File: src/rtl/fifo_pkg.sv
// Shared types for the FWFT word packer: pack FSM states and lane-count sizing.
package fifo_pkg;

  typedef enum logic [1:0] {
    P_EMPTY,
    P_FILL,
    P_STALL
  } pack_state_e;

  // One extra bit so the counter can hold PACK_RATIO itself (a full pack).
  function automatic int lane_cnt_width(input int ratio);
    return $clog2(ratio) + 1;
  endfunction

endpackage

File: src/rtl/pack_out_reg.sv
// Single-entry valid/ready output slot; load is only issued when the slot is free,
// so data/keep stay frozen while valid is high and ready is low.
module pack_out_reg #(
  parameter int DATA_W = 32,
  parameter int KEEP_W = 4
) (
  input  logic              clk,
  input  logic              rst_n,
  input  logic              load,
  input  logic [DATA_W-1:0] load_data,
  input  logic [KEEP_W-1:0] load_keep,
  input  logic              ready,
  output logic              valid,
  output logic [DATA_W-1:0] data,
  output logic [KEEP_W-1:0] keep
);

  always_ff @(posedge clk or negedge rst_n) begin
    if (!rst_n) begin
      valid <= 1'b0;
      data  <= '0;
      keep  <= '0;
    end else if (load) begin
      valid <= 1'b1;
      data  <= load_data;
      keep  <= load_keep;
    end else if (ready) begin
      valid <= 1'b0;
    end
  end

endmodule

File: src/rtl/fifo_fwft_packer.sv
// Pops narrow FWFT words and packs PACK_RATIO of them (lane 0 first) into one wide beat;
// partial beats leave on flush_i or idle timeout. One beat in the output slot plus one stalled pack.
module fifo_fwft_packer
  import fifo_pkg::*;
#(
  parameter int DATA_WIDTH = 8,
  parameter int PACK_RATIO = 4,
  parameter int TIMEOUT    = 16
) (
  input  logic                             clk,
  input  logic                             rst_n,
  input  logic                             fifo_empty_i,
  input  logic [DATA_WIDTH-1:0]            fifo_rdata_i,
  output logic                             fifo_ren_o,
  output logic                             out_valid_o,
  input  logic                             out_ready_i,
  output logic [DATA_WIDTH*PACK_RATIO-1:0] out_data_o,
  output logic [PACK_RATIO-1:0]            out_keep_o,
  input  logic                             flush_i,
  output logic                             busy_o
);

  localparam int LCW = lane_cnt_width(PACK_RATIO);
  localparam int BW  = DATA_WIDTH * PACK_RATIO;
  localparam int IDW = (TIMEOUT > 0) ? $clog2(TIMEOUT + 1) : 1;
  localparam logic [LCW-1:0] LANES_FULL = LCW'(PACK_RATIO);

  pack_state_e       state, state_n;
  logic [LCW-1:0]    lane_cnt, lane_cnt_n, cnt_ins;
  logic [IDW-1:0]    idle_cnt, idle_cnt_n;
  logic              flush_pend, flush_pend_n;
  logic [BW-1:0]     pack, pack_n, pack_ins;
  logic              pop;
  logic              slot_free;
  logic              timeout_hit;
  logic              load;
  logic [BW-1:0]     load_data;
  logic [PACK_RATIO-1:0] load_keep;

  function automatic logic [PACK_RATIO-1:0] keep_mask(input logic [LCW-1:0] n);
    logic [PACK_RATIO-1:0] m;
    for (int k = 0; k < PACK_RATIO; k++) begin
      m[k] = (LCW'(k) < n);
    end
    return m;
  endfunction

  // Pop enable depends only on registered state, never on out_ready_i.
  assign pop         = rst_n && !fifo_empty_i && (state != P_STALL) && !flush_pend;
  assign fifo_ren_o  = pop;
  assign slot_free   = !out_valid_o || out_ready_i;
  assign timeout_hit = (TIMEOUT != 0) && (idle_cnt == IDW'(TIMEOUT));
  assign busy_o      = (lane_cnt != '0) || out_valid_o;

  always_comb begin
    pack_ins = pack;
    for (int k = 0; k < PACK_RATIO; k++) begin
      if (pop && (lane_cnt == LCW'(k))) begin
        pack_ins[k*DATA_WIDTH +: DATA_WIDTH] = fifo_rdata_i;
      end
    end
    cnt_ins = lane_cnt + {{(LCW-1){1'b0}}, pop};
  end

  always_comb begin
    state_n      = state;
    lane_cnt_n   = lane_cnt;
    idle_cnt_n   = idle_cnt;
    flush_pend_n = flush_pend;
    pack_n       = pack;
    load         = 1'b0;
    load_data    = pack_ins;
    load_keep    = '0;

    case (state)
      P_EMPTY: begin
        if (pop) begin
          state_n    = P_FILL;
          pack_n     = pack_ins;
          lane_cnt_n = cnt_ins;
          idle_cnt_n = '0;
        end
      end

      P_FILL: begin
        if (flush_pend) begin
          if (slot_free) begin
            load      = 1'b1;
            load_data = pack;
            load_keep = keep_mask(lane_cnt);
          end
        end else if (pop && (cnt_ins == LANES_FULL)) begin
          if (slot_free) begin
            load      = 1'b1;
            load_keep = '1;
          end else begin
            state_n    = P_STALL;
            pack_n     = pack_ins;
            lane_cnt_n = cnt_ins;
            idle_cnt_n = '0;
          end
        end else if (flush_i || (!pop && timeout_hit)) begin
          // A word popped alongside flush_i rides in the flushed beat.
          if (slot_free) begin
            load      = 1'b1;
            load_keep = keep_mask(cnt_ins);
          end else begin
            flush_pend_n = 1'b1;
            pack_n       = pack_ins;
            lane_cnt_n   = cnt_ins;
            idle_cnt_n   = '0;
          end
        end else if (pop) begin
          pack_n     = pack_ins;
          lane_cnt_n = cnt_ins;
          idle_cnt_n = '0;
        end else begin
          idle_cnt_n = idle_cnt + 1'b1;
        end
      end

      P_STALL: begin
        if (slot_free) begin
          load      = 1'b1;
          load_data = pack;
          load_keep = '1;
        end
      end

      default: state_n = P_EMPTY;
    endcase

    if (load) begin
      state_n      = P_EMPTY;
      lane_cnt_n   = '0;
      idle_cnt_n   = '0;
      flush_pend_n = 1'b0;
      pack_n       = '0;
    end
  end

  always_ff @(posedge clk or negedge rst_n) begin
    if (!rst_n) begin
      state      <= P_EMPTY;
      lane_cnt   <= '0;
      idle_cnt   <= '0;
      flush_pend <= 1'b0;
      pack       <= '0;
    end else begin
      state      <= state_n;
      lane_cnt   <= lane_cnt_n;
      idle_cnt   <= idle_cnt_n;
      flush_pend <= flush_pend_n;
      pack       <= pack_n;
    end
  end

  pack_out_reg #(
    .DATA_W (BW),
    .KEEP_W (PACK_RATIO)
  ) u_out (
    .clk       (clk),
    .rst_n     (rst_n),
    .load      (load),
    .load_data (load_data),
    .load_keep (load_keep),
    .ready     (out_ready_i),
    .valid     (out_valid_o),
    .data      (out_data_o),
    .keep      (out_keep_o)
  );

endmodule

File: config.mk
export PLATFORM = sky130hd
export DESIGN_NAME = fifo_fwft_packer
export DESIGN_NICKNAME = d
export VERILOG_FILES = /design/src/rtl/fifo_pkg.sv /design/src/rtl/pack_out_reg.sv /design/src/rtl/fifo_fwft_packer.sv
export SDC_FILE = /design/constraint.sdc
export NUM_CORES = 1
export LEC_CHECK = 0
export CELL_PAD_IN_SITES_DETAIL_PLACEMENT = 0
export CELL_PAD_IN_SITES_GLOBAL_PLACEMENT = 1
export CORE_MARGIN = 10
export CORE_UTILIZATION = 46
export DETAILED_ROUTE_END_ITERATION = 8
export PLACE_DENSITY_LB_ADDON = 0.1
export REMOVE_ABC_BUFFERS = 1
export SLEW_MARGIN = 10
export SYNTH_ARGS = -nofsm -noshare
export SYNTH_HDL_FRONTEND = slang
export SYNTH_SLANG_ARGS = --single-unit
File: constraint.sdc
create_clock -name clk -period 8.28 [get_ports clk]
set_input_delay 0.828 -clock clk [delete_from_list [all_inputs] [get_ports clk]]
set_output_delay 0.828 -clock clk [all_outputs]
set_load 0.005 [all_outputs]
Word-level counts from Yosys, hierarchy flattened
Index checks and enable logic that the tools add are counted.
Widths: inputs -> output; s select.

storage, ports and cells
  register bits after elaboration = 80
  input bits = 13

cells by class
  add/sub/neg operators = 2
  $lt $le $gt $ge = 8
  equal/unequal tests = 13
  muxes and demuxes = 54
  reduce and logical (&&, ||, !) cells = 25

operators with widths
  operator             number
  $mux 32              7
  $pmux 32 s2          2
  $mux 5               7
  $mux 8               4
  $mux 4               6
  $mux 3               6
  $lt 1x3->1 const A   4
  $lt 2x3->1 const A   4
  $mux 1               12
  $ne 3x3->1 const B   4
  $mux 2               5
  $pmux 5 s2           1
  $logic_and 1x1->1    9
  $pmux 4 s2           1
  $eq 3x2->1 const B   2
  $pmux 2 s3           1
  $pmux 3 s2           1
  $reduce_bool 3->1    2
  $add 5x1->5 const B  1
  $eq 5x5->1 const B   1
  $reduce_and 5->1     1
  $logic_not 1->1      4
  $ne 2x2->1 const B   2
  $reduce_bool 2->1    2
  other kinds (11)     13

Longest topological paths before layout
  depth after elaboration = 13
  mapped depth = 16
  depth with buffers taken out = 12

Cells and area by module
From an unflattened synthesis, not the netlist that was laid out.

second synthesis, totals
  cell total of the unflattened synthesis = 389
  area total of the unflattened synthesis = 4475.5 um^2

modules (own cells, without submodules)
  module            instances  cells an instance  area each (um^2)
  fifo_fwft_packer  1          310                2952.8
  pack_out_reg      1          79                 1522.7

Worst setup path before layout
No wires, ideal clock.

  path type = input to register
  start = in fifo_empty_i
  end = reg pack[5]
  setup time = 0.132 ns
  arrival time = 3.640 ns
  data required time = 8.148 ns
  setup slack = 4.508 ns
  stages = 13
  path buffers = 3
  cell sequence = or4b_1 > buf_2 > inv_2 > clkbuf_1 > ha_1 > ha_1 > xor2_1 > a21oi_1 > o21ai_0 > a21o_1 > clkbuf_1 > mux2i_1 > nor2_1

on the way
  word-level cells in the longest chain between the ends = 13
  elaborated cells between the ends (all ways) = 26
  classes of those cells = add/sub: 1; eq/ne: 2; mux: 12; reduce/logical: 11

RTL lines
  item                                                 line                     text
  start: declaration                                   fifo_fwft_packer.sv:12   input logic fifo_empty_i,
  $logic_not 1->1 (*)                                  fifo_fwft_packer.sv:49   assign pop = rst_n && !fifo_empty_i && (state != P_STALL) && !flush_pend;
  $logic_and 1x1->1 (*) (3 in series)                  fifo_fwft_packer.sv:49
  net fifo_ren_o                                       fifo_fwft_packer.sv:14   output logic fifo_ren_o,
  branches (longest 9 deep; another with $add 3x1->3)  -
  end signal: assignment                               fifo_fwft_packer.sv:154  pack <= pack_n;
  end: declaration                                     fifo_fwft_packer.sv:32   logic [BW-1:0] pack, pack_n, pack_ins;

Mark *: on every way through the listed nets, which the timed path passes. The select of a mux whose other input is x is not followed.
A chain may end at the register's enable or synchronous reset.

Final worst setup path
  start = in fifo_empty_i
  end = reg pack[16]

on the way
  word-level cells in the longest chain between the ends = 13
  elaborated cells between the ends (all ways) = 26
  classes of those cells = add/sub: 1; eq/ne: 2; mux: 12; reduce/logical: 11

RTL lines
  item                                                 line
  $logic_not 1->1 (*)                                  fifo_fwft_packer.sv:49
  $logic_and 1x1->1 (*) (3 in series)                  fifo_fwft_packer.sv:49
  branches (longest 9 deep; another with $add 3x1->3)  -

Mark *: on every way between the ends. The select of a mux whose other input is x is not followed.

==> flow_metrics.py <==
metrics = {
    "floorplanning": {
        "die_x_um": 116,
        "die_h_um": 116,
        "dieArea_sq_um": 13600,
        "initial_core_util_pct": 46.7,
        "io_pins": 52,
        "core_area_sq_um": 9150,
        "rows": 35,
    },
    "timing": {
        "drv_slew": 0,
        "clock.fmax_mhz": 226,
        "finalSetupViolations": 0,
        "slew_headroom_pct": 42.1,
        "rsz0062_at_grt": "no",
        "worstMarginPinSlew_ps": 862,
        "clock-skew-final_ps": 11.9,
        "hold_violations": 0,
        "post-route-period-util_pct": 53.5,
        "min_period_ps": 4430,
        "tns_ps": 0,
    },
    "clocking": {
        "post_cts_buffers": 0,
        "cts.path.max_buffers": 2,
        "cts_inserted_buffers": 9,
        "cts_hold_buf": 0,
        "clk_pin_slew_worst_paths_ps": 100,
        "cts_max_level": 3,
        "cts.repair.resized": 0,
        "clk_latency_ps": 360,
        "cts_sinks": 80,
        "cts_tree": "done",
        "cts_root_buffer": "clkbuf_8",
    },
    "finish": {
        "final_area_sq_um": 4950,
        "drive_gt1_share_pct": 6.90,
        "area_growth_syn_to_layout_pct": 15.8,
        "final_cell_mix": "nor2_1 (83), dfrtp_1 (80), clkdlybuf4s50_1 (50)",
        "finalNetCount": 522,
        "final_common_cell": "nor2_1",
        "num-fill-cells": 874,
        "antenna_cells": 0,
    },
    "routing": {
        "post_drt_via_cell_ratio": 5.96,
        "wl_per_cell_um": 18.8,
        "drcViolationCount": 0,
        "drtPass1Iterations": 5,
        "first_iter_violations": 310,
        "antenna_left": 0,
        "wirelength_um": 11600,
        "num_vias": 3682,
    },
    "run_status": {
        "status": "completed",
    },
    "setup_path": {
        "required_ps": 8560,
        "crit_fanout": 42,
        "crit_chain": "clkdlybuf4s50_1, or4b_1, inv_2, ha_1, ha_1, xor2_1, a31o_2, o311a_4, nand2_2, buf_4, o21ai_0, nor3_1",
        "crit_type": "input port to flop",
        "cpMaxStageDelayCell": "or4b_1",
        "cp_data_arrival_time_ps": 4710,
        "worst-path-buf-inv": 3,
        "crit_family": "simple AND/OR/NAND/NOR gates",
        "cp-end-kind": "flop",
        "cp-start-kind": "input port",
        "cp_common_cell": "ha_1",
        "cpPeakStageDelay_ps": 700,
    },
    "place": {
        "place_congestion": 0.926,
        "portBuffers": 51,
        "dpl.hpwl_um": 7960,
        "place_area_sq_um": 4770,
    },
    "grt": {
        "grt_max_degree": 54,
        "antenna_found_initial": 0,
        "grtUsageTotal_pct": 17.7,
        "first_global_vias": 3674,
        "overflow": 0,
        "grt_pass1_wl_um": 19100,
    },
    "yosys": {
        "async_flop_share_pct": 100,
        "netlist_instances": 476,
        "ys_ff_latch": 80,
        "ys_types": 59,
        "ys.flop_type": "dfrtp_1",
        "synth_area_leader_cell": "dfrtp_1",
        "syn-cell-area_sq_um": 4280,
        "synth-seq-area-share_pct": 46.8,
        "synth_top_area_share_pct": 46.8,
        "synth_edf_count": 0,
        "yosys-top-cells-area": "dfrtp_1 (47%), nor2_1 (7.3%), o21ai_0 (4.6%)",
        "ys_warn_count": 0,
        "synth_area_per_cell_sq_um": 8.98,
    },
    "job": {
        "maxCapViolCount": 0,
    },
    "hold_path": {
        "min_path_type": "input port to asynchronous set/reset pin",
    },
    "pwr": {
        "powerDensity_nw_per_um2": 350,
        "peakVddDrop_uv": 177,
        "p_leak_nw": 2.15,
    },
}
==> worst register-to-register path: cells and delay by family, from the launching register on <==
family,cells,cell delay (ps)
compound gates,3,790
xor+xnor,1,150
fa+ha+maj,3,800
buf+inv,3,830
flops,1,360
simple gates,3,1400
==> through the flow <==
stage | power, mW | instances | worst slack, ps | utilization [%] | hold WS [ps]
global placement | 1.45 | 602 | 3630 | 52.1 | 460
CTS | 1.75 | 618 | 3920 | 54.1 | 385
global route | 1.88 | 618 | 3570 | 54.1 | 397
finish | 1.73 | 618 | 3850 | 54.1 | 375
floorplan | 1.10 | 437 | 4350 | - | 467
detailed placement | 1.47 | 602 | 3540 | 52.1 | 464
==> worst paths after layout <==
kind / slack, ps / startpoint / cells past startpoint / to
worst min register to register: 480 / u_out.data[14] / 2 / u_out.data[14]
worst max-delay path: 3850 / fifo_empty_i / 12 / pack[16]
worst max register to register: 3880 / state[0] / 13 / pack[16]
worst min-delay path: 370 / rst_n / 1 / u_out.data[13]
max in group asynchronous: 6880 / rst_n / 2 / pack[12]
min in group clk: 480 / u_out.data[14] / 2 / u_out.data[14]
==> registers in the layout, summed over array words and instances, names as in the netlist <==
| register | count |
|---|---|
| idle_cnt | 5 |
| state | 2 |
| u_out.keep | 4 |
| flush_pend | 1 |
| u_out.data | 32 |
| pack | 32 |
| u_out.valid | 1 |
| lane_cnt | 3 |
==> metal layers <==
layer	vias up	routed length, um	track usage [%]
met5	-	0	0
met4	0	128	6.42
met2	109	5620	28.7
met3	12	598	2.98
li1	1764	-	-
met1	1797	5300	23.2
==> synthesized netlist by cell type (3+ instances only) <==
master	instances
clkbuf_1	19
nand3_1	10
o21ai_0	39
buf_2	11
buf_1	4
nand2b_1	5
a21oi_1	22
nor2b_1	3
and2_1	4
mux2_2	6
mux2i_1	18
ha_1	7
o221ai_1	13
dfrtp_1	80
nor2_1	83
o21ai_1	10
nand2_1	49
inv_1	6
a21o_1	4
a31oi_1	6
nand4_1	5
a221oi_1	18
nor3_1	7
==> where the power goes <==
part | internal [mW] | switching [mW] | total, mW
Combinational | 0.360 | 0.471 | 0.831
Sequential | 0.528 | 0.0922 | 0.621
Clock | 0.114 | 0.168 | 0.282
==> final cells by class <==
cell class / count / area, sq um / share of cell area (%)
multi-input combinational: 350 / 2070 / 41.8
sequential: 80 / 2000 / 40.4
timing repair buffer: 54 / 531 / 10.7
tap: 111 / 139 / 2.80
clock buffer: 9 / 124 / 2.50
clock inverter: 7 / 60.1 / 1.21
inverter: 7 / 26.3 / 0.531
==> logic make-up after synthesis <==
logic type | count (synthesis) | synth area share (%)
AND/OR/NAND/NOR | 183 | 19.2
XOR/XNOR | 2 | 0.410
multiplexers | 24 | 5.79
adder cells (fa/ha/maj) | 7 | 2.05
buffers and inverters | 46 | 4.77
AO/OA/AOI/OAI | 134 | 20.9
flip-flops | 80 | 46.8
No activity file was read; power rests on OpenSTA's default activity.
